$ cat src/rtl/frame_pixel_streamer.sv
// rtl/frame_pixel_streamer.sv - raster-order frame reader feeding a backpressured pixel stream
module frame_pixel_streamer #(
    parameter int N      = 720,
    parameter int M      = 1280,
    parameter int ADDR_W = 20
) (
    input  logic              clk,
    input  logic              rst,
    input  logic              start,
    input  logic              fill_now,
    output logic              mem_rd,
    output logic [ADDR_W-1:0] mem_addr,
    input  logic [7:0]        mem_rd_data,
    output logic [7:0]        pix_out,
    output logic              pix_valid,
    output logic              sof,
    output logic              eol,
    output logic              busy,
    output logic              frame_done
);

    localparam int RW = (N > 1) ? $clog2(N) : 1;
    localparam int CW = (M > 1) ? $clog2(M) : 1;
    localparam logic [ADDR_W:0]   TOTAL     = (ADDR_W+1)'(N*M);
    localparam logic [ADDR_W-1:0] LAST_ADDR = ADDR_W'(N*M-1);
    localparam logic [RW-1:0]     LAST_ROW  = RW'(N-1);
    localparam logic [CW-1:0]     LAST_COL  = CW'(M-1);

    typedef enum logic [1:0] {
        IDLE,
        STREAM,
        DONE
    } state_t;

    state_t            state;
    state_t            state_nxt;
    logic [ADDR_W:0]   rd_cnt;
    logic              rd_pend;
    logic [1:0]        occ;
    logic [7:0]        buf0;
    logic [7:0]        buf1;
    logic [RW-1:0]     row;
    logic [CW-1:0]     col;
    logic              pop;
    logic              push;
    logic              at_eol;
    logic              last_beat;
    logic [2:0]        credit;

    // Credit counts the slot freed by this cycle's pop so reads keep pace at 1/cycle.
    always_comb begin
        pix_valid  = (state == STREAM) && (occ != 2'd0);
        pop        = pix_valid && fill_now;
        push       = rd_pend;
        at_eol     = (col == LAST_COL);
        eol        = pix_valid && at_eol;
        sof        = pix_valid && (row == '0) && (col == '0);
        last_beat  = pop && at_eol && (row == LAST_ROW);
        credit     = 3'(occ) - 3'(pop) + 3'(rd_pend);
        mem_rd     = (state == STREAM) && (credit < 3'd2) && (rd_cnt < TOTAL);
        pix_out    = pix_valid ? buf0 : 8'h00;
        busy       = (state == STREAM);
        frame_done = (state == DONE);
    end

    always_comb begin
        state_nxt = state;
        case (state)
            IDLE:    if (start) state_nxt = STREAM;
            STREAM:  if (last_beat) state_nxt = DONE;
            DONE:    state_nxt = IDLE;
            default: state_nxt = IDLE;
        endcase
    end

    always_ff @(posedge clk) begin
        if (!rst) begin
            state    <= IDLE;
            rd_cnt   <= '0;
            mem_addr <= '0;
            rd_pend  <= 1'b0;
            occ      <= 2'd0;
            buf0     <= 8'h00;
            buf1     <= 8'h00;
            row      <= '0;
            col      <= '0;
        end else begin
            state   <= state_nxt;
            rd_pend <= mem_rd;

            if (state == IDLE && start) begin
                rd_cnt   <= '0;
                mem_addr <= '0;
                row      <= '0;
                col      <= '0;
            end else if (state == DONE) begin
                mem_addr <= '0;
            end else if (mem_rd) begin
                rd_cnt <= rd_cnt + 1'b1;
                if (mem_addr != LAST_ADDR)
                    mem_addr <= mem_addr + 1'b1;
            end

            // Two-entry skid buffer: buf0 is always the head.
            case ({push, pop})
                2'b10: begin
                    if (occ == 2'd0)
                        buf0 <= mem_rd_data;
                    else
                        buf1 <= mem_rd_data;
                    occ <= occ + 2'd1;
                end
                2'b01: begin
                    buf0 <= buf1;
                    occ  <= occ - 2'd1;
                end
                2'b11: begin
                    if (occ == 2'd1) begin
                        buf0 <= mem_rd_data;
                    end else begin
                        buf0 <= buf1;
                        buf1 <= mem_rd_data;
                    end
                end
                default: ;
            endcase

            if (pop) begin
                if (at_eol) begin
                    col <= '0;
                    row <= row + 1'b1;
                end else begin
                    col <= col + 1'b1;
                end
            end
        end
    end

endmodule
$ cat config.mk
export PLATFORM = sky130hd
export DESIGN_NAME = frame_pixel_streamer
export DESIGN_NICKNAME = d
export VERILOG_FILES = /design/src/rtl/frame_pixel_streamer.sv
export SDC_FILE = /design/constraint.sdc
export NUM_CORES = 1
export LEC_CHECK = 0
export CAP_MARGIN = 20
export CORE_MARGIN = 1
export CORE_UTILIZATION = 27
export DETAILED_ROUTE_END_ITERATION = 12
export GPL_TIMING_DRIVEN = 0
export SKIP_LAST_GASP = 1
export SYNTH_ARGS = -nofsm -noshare
export SYNTH_HDL_FRONTEND = slang
export SYNTH_SLANG_ARGS = --single-unit
$ cat constraint.sdc
create_clock -name clk -period 5.72 [get_ports clk]
set_input_delay 1.716 -clock clk [delete_from_list [all_inputs] [get_ports clk]]
set_output_delay 1.716 -clock clk [all_outputs]
set_load 0.005 [all_outputs]
==> metrics.txt <==
skew final=0.00780 ns; max-cap violations=0; clk root buf=clkbuf_16; CTS sink cnt=83; vias per cell=5.12; worst reg2reg setup slack=about 1.7 ns; CP arrival=roughly 3.9 ns; endpoints failing hold=0; worst path required time=roughly 4.0 ns; Detailed Route WL=roughly 11 mm; crit-path max cell delay=roughly 0.51 ns; Syn-to-layout area delta=25.9%; outcome=finished clean; most used cell, CP=and4bb_2; Worst Setup Path Type=in2out; cts bufs inserted=9; post-synth cell types=between 50 and 60; clock power share=0.424; Tcrit/Tclk final=0.987; routability congestion estimate=about 0.84; ANT nets after route=0; Sw Share=0.257; filler instances=between 1500 and 2000; actual slew at the worst max-slew pin=0.565 ns; fmax=between 0.15 and 0.2 GHz; sequential power share=0.429; Syn Inst Count=between 500 and 600; internal power=between 1 and 1.5 mW; Initial Util=0.276; # setup viols final=0; Final nets=just under 600; H-Tree Depth=3; Pleak=1.77 nW; clk_lat worst skew=approximately 0.34 ns; Die H=~130 µm; Tmin final=roughly 5.6 ns; Post-synth top flop=dfxtp_1; Synth Net Count=about 530; Slew Viols, Final=0; worst hold slack=around 0.47 ns; Core Area=0.0152 mm²; Yosys reg bits=83; initial antenna violation count=0; CP endpoint kind=output pin; Residual DRC=0; setup ws final=between 0.07 and 0.08 ns; pwr dens=approximately 270 mW/mm²; layout cells sized above 1=0.0693; grt ovf=0; combinational cell fraction of total power=0.148; first-pass GRT wire length=between 15 and 20 mm; Tightest Hold Check Type=reg2reg; die width=127 µm; DRT iter0 DRCs=roughly 260; # rows=45; largest fanout on the critical path=4; I/O pin count=between 40 and 50; Post-Syn Area=around 0.0042 mm²; GRT Util Overall=0.140; CTS tree=built; Port Buffers=44; Slew headroom=0.623; Critical Path Start Type=input pin; diodes inserted=0; vias in the first global route=about 3700; drt pass-1 iters=5; Reg clk slew, reported paths=about 0.060 ns; P_sw=between 300 and 400 µW; part of the Yosys area used for sequential elements=0.396; worst vdd ir=just over 0.2 mV; syn avg cell area=8.23 µm²; Place WS=-0.927 ns; ys async rst share=0; buffer depth of the longest clock path=2; largest net degree at the start of global routing=14; slowest CP cell=fa_1; Routed WL per cell=between 10 and 15 µm; dpl hpwl=roughly 7.6 mm; total die area=0.0160 mm²; Synth Warn #=0; worst path cell trace=dlygate4sd2_1, and4bb_2, clkinvlp_4, ha_4, nand2_1, fa_1, and4bb_2, nand2_4, nor2_4, clkdlybuf4s15_2; Post-synth EDFFs=0; vias=roughly 3900
-- flip-flops by register name, indices dropped and copies added, names as in the netlist --
register	cells
buf0	8
buf1	8
col	11
mem_addr	20
occ	2
push	1
rd_cnt	21
row	10
state	2
-- cell type report --
class | instances | area (µm²) | share of cell area
Timing Repair Buffer | 52 | 500 | 0.0949
Buffer | 19 | 72.6 | 0.0138
Clock buffer | 11 | 233 | 0.0441
Sequential cell | 83 | 1660 | 0.315
Inverter | 16 | 63.8 | 0.0121
Clock inverter | 5 | 77.6 | 0.0147
Tap cell | 188 | 235 | 0.0446
Multi-Input combinational cell | 391 | 2430 | 0.461
-- worst max-delay path: cells and delay by family --
| family | cells | cell delay (ns) |
|---|---|---|
| adders and majority gates | 2 | 0.81 |
| and+or+nand+nor | 5 | 0.81 |
| buffers and inverters | 3 | 0.59 |
-- routing by layer --
layer / wire length, µm / share of wire / GRT usage
met2: 4830 / 0.46 / 0.227
met4: 157 / 0.015 / 0.0517
met5: 0 / 0 / 0
met1: 5130 / 0.48 / 0.177
met3: 499 / 0.047 / 0.0392
-- cells by family after synthesis --
family	Yosys count	share of synthesized area
adder cells (fa/ha/maj)	11	0.0346
buffers and inverters	35	0.0316
multiplexers	11	0.0263
flip-flops	83	0.396
AO/OA/AOI/OAI	94	0.148
XOR/XNOR	23	0.0481
AND/OR/NAND/NOR	252	0.315
-- power by group through the flow --
| stage | logic [mW] | clock network [mW] | registers, mW |
|---|---|---|---|
| floorplan | 0.127 | 0 | 0.629 |
| global placement | 0.186 | 0 | 0.633 |
| detailed placement | 0.190 | 0 | 0.634 |
| CTS | 0.208 | 0.636 | 0.622 |
| global route | 0.239 | 0.659 | 0.625 |
| finish | 0.214 | 0.614 | 0.622 |
-- synth_stat cells (2+ instances only) --
cell type / number / share of area
a211oi_1: 3 / 0.0054
and2_1: 7 / 0.010
nand2b_1: 3 / 0.0045
or3b_2: 2 / 0.0042
nor2b_1: 3 / 0.0045
mux2i_1: 11 / 0.026
or4_1: 3 / 0.0054
o31ai_1: 5 / 0.0090
a21boi_0: 2 / 0.0036
nand2_1: 52 / 0.047
a311oi_1: 8 / 0.017
buf_1: 3 / 0.0027
ha_1: 10 / 0.030
and3_1: 20 / 0.030
xor2_1: 14 / 0.029
inv_1: 15 / 0.013
o21a_1: 9 / 0.016
nand3_1: 36 / 0.043
and4_1: 5 / 0.010
or3_1: 21 / 0.031
dfxtp_1: 83 / 0.40
nand4_1: 18 / 0.027
nor3_1: 15 / 0.018
o211ai_1: 4 / 0.0072
nor2_1: 52 / 0.047
xnor2_1: 9 / 0.019
clkbuf_1: 15 / 0.013
a2111oi_0: 2 / 0.0042
nor4_1: 4 / 0.0060
a21oi_1: 25 / 0.030
o311ai_0: 2 / 0.0042
and4bb_2: 2 / 0.0060
o21ai_0: 27 / 0.032
-- final timing paths --
kind | start | end | cells past startpoint
worst min register to register | rd_cnt[20]$_SDFFE_PP0P_ | rd_cnt[20]$_SDFFE_PP0P_ | 1
worst max-delay path | fill_now | mem_rd | 10
worst max register to register | occ[1]$_SDFFE_PN0N_ | mem_addr[6]$_SDFFE_PP0P_ | 15
worst min-delay path | rd_cnt[20]$_SDFFE_PP0P_ | rd_cnt[20]$_SDFFE_PP0P_ | 1
-- placed cells by master (no fill, tap or decap), drive strengths merged, types with 4 or more instances in the layout --
| cell type | synthesis | layout |
|---|---|---|
| a21oi | 25 | 25 |
| a311oi | 8 | 8 |
| and2 | 8 | 8 |
| and3 | 20 | 20 |
| and4 | 5 | 5 |
| buf | 4 | 12 |
| clkbuf | 15 | 26 |
| clkdlybuf4s50 | 0 | 42 |
| dfxtp | 83 | 83 |
| ha | 10 | 10 |
| inv | 15 | 14 |
| mux2i | 11 | 11 |
| nand2 | 52 | 52 |
| nand3 | 37 | 37 |
| nand4 | 18 | 18 |
| nor2 | 53 | 53 |
| nor3 | 15 | 15 |
| nor4 | 5 | 5 |
| o211ai | 5 | 5 |
| o21a | 9 | 9 |
| o21ai | 27 | 27 |
| o31ai | 5 | 5 |
| or3 | 21 | 21 |
| or4 | 4 | 4 |
| xnor2 | 9 | 9 |
| xor2 | 14 | 14 |
-- repair_timing --
| item | in CTS | in global routing |
|---|---|---|
| buffers inserted | 4 | 4 |
| hold buffers | 0 | 0 |
| endpoints found under the setup margin | 1 | 1 |
| resized for setup | 11 | 0 |
| pin swaps | 1 | 1 |
| cloned | 0 | 0 |
-- per-stage QoR --
stage               cell area (µm²)  instances  utilization  TNS [ns]  power [mW]
finish                         5280        765        0.347         0        1.45
detailed placement             4870        741        0.320    -0.927       0.824
global placement               4870        741        0.320    -0.919       0.820
CTS                            5250        761        0.345         0        1.46
floorplan                      4190        509            -         0       0.756
global route                   5280        765        0.347  -0.00197        1.52
Note: power is estimated with default switching activity, not from simulation.
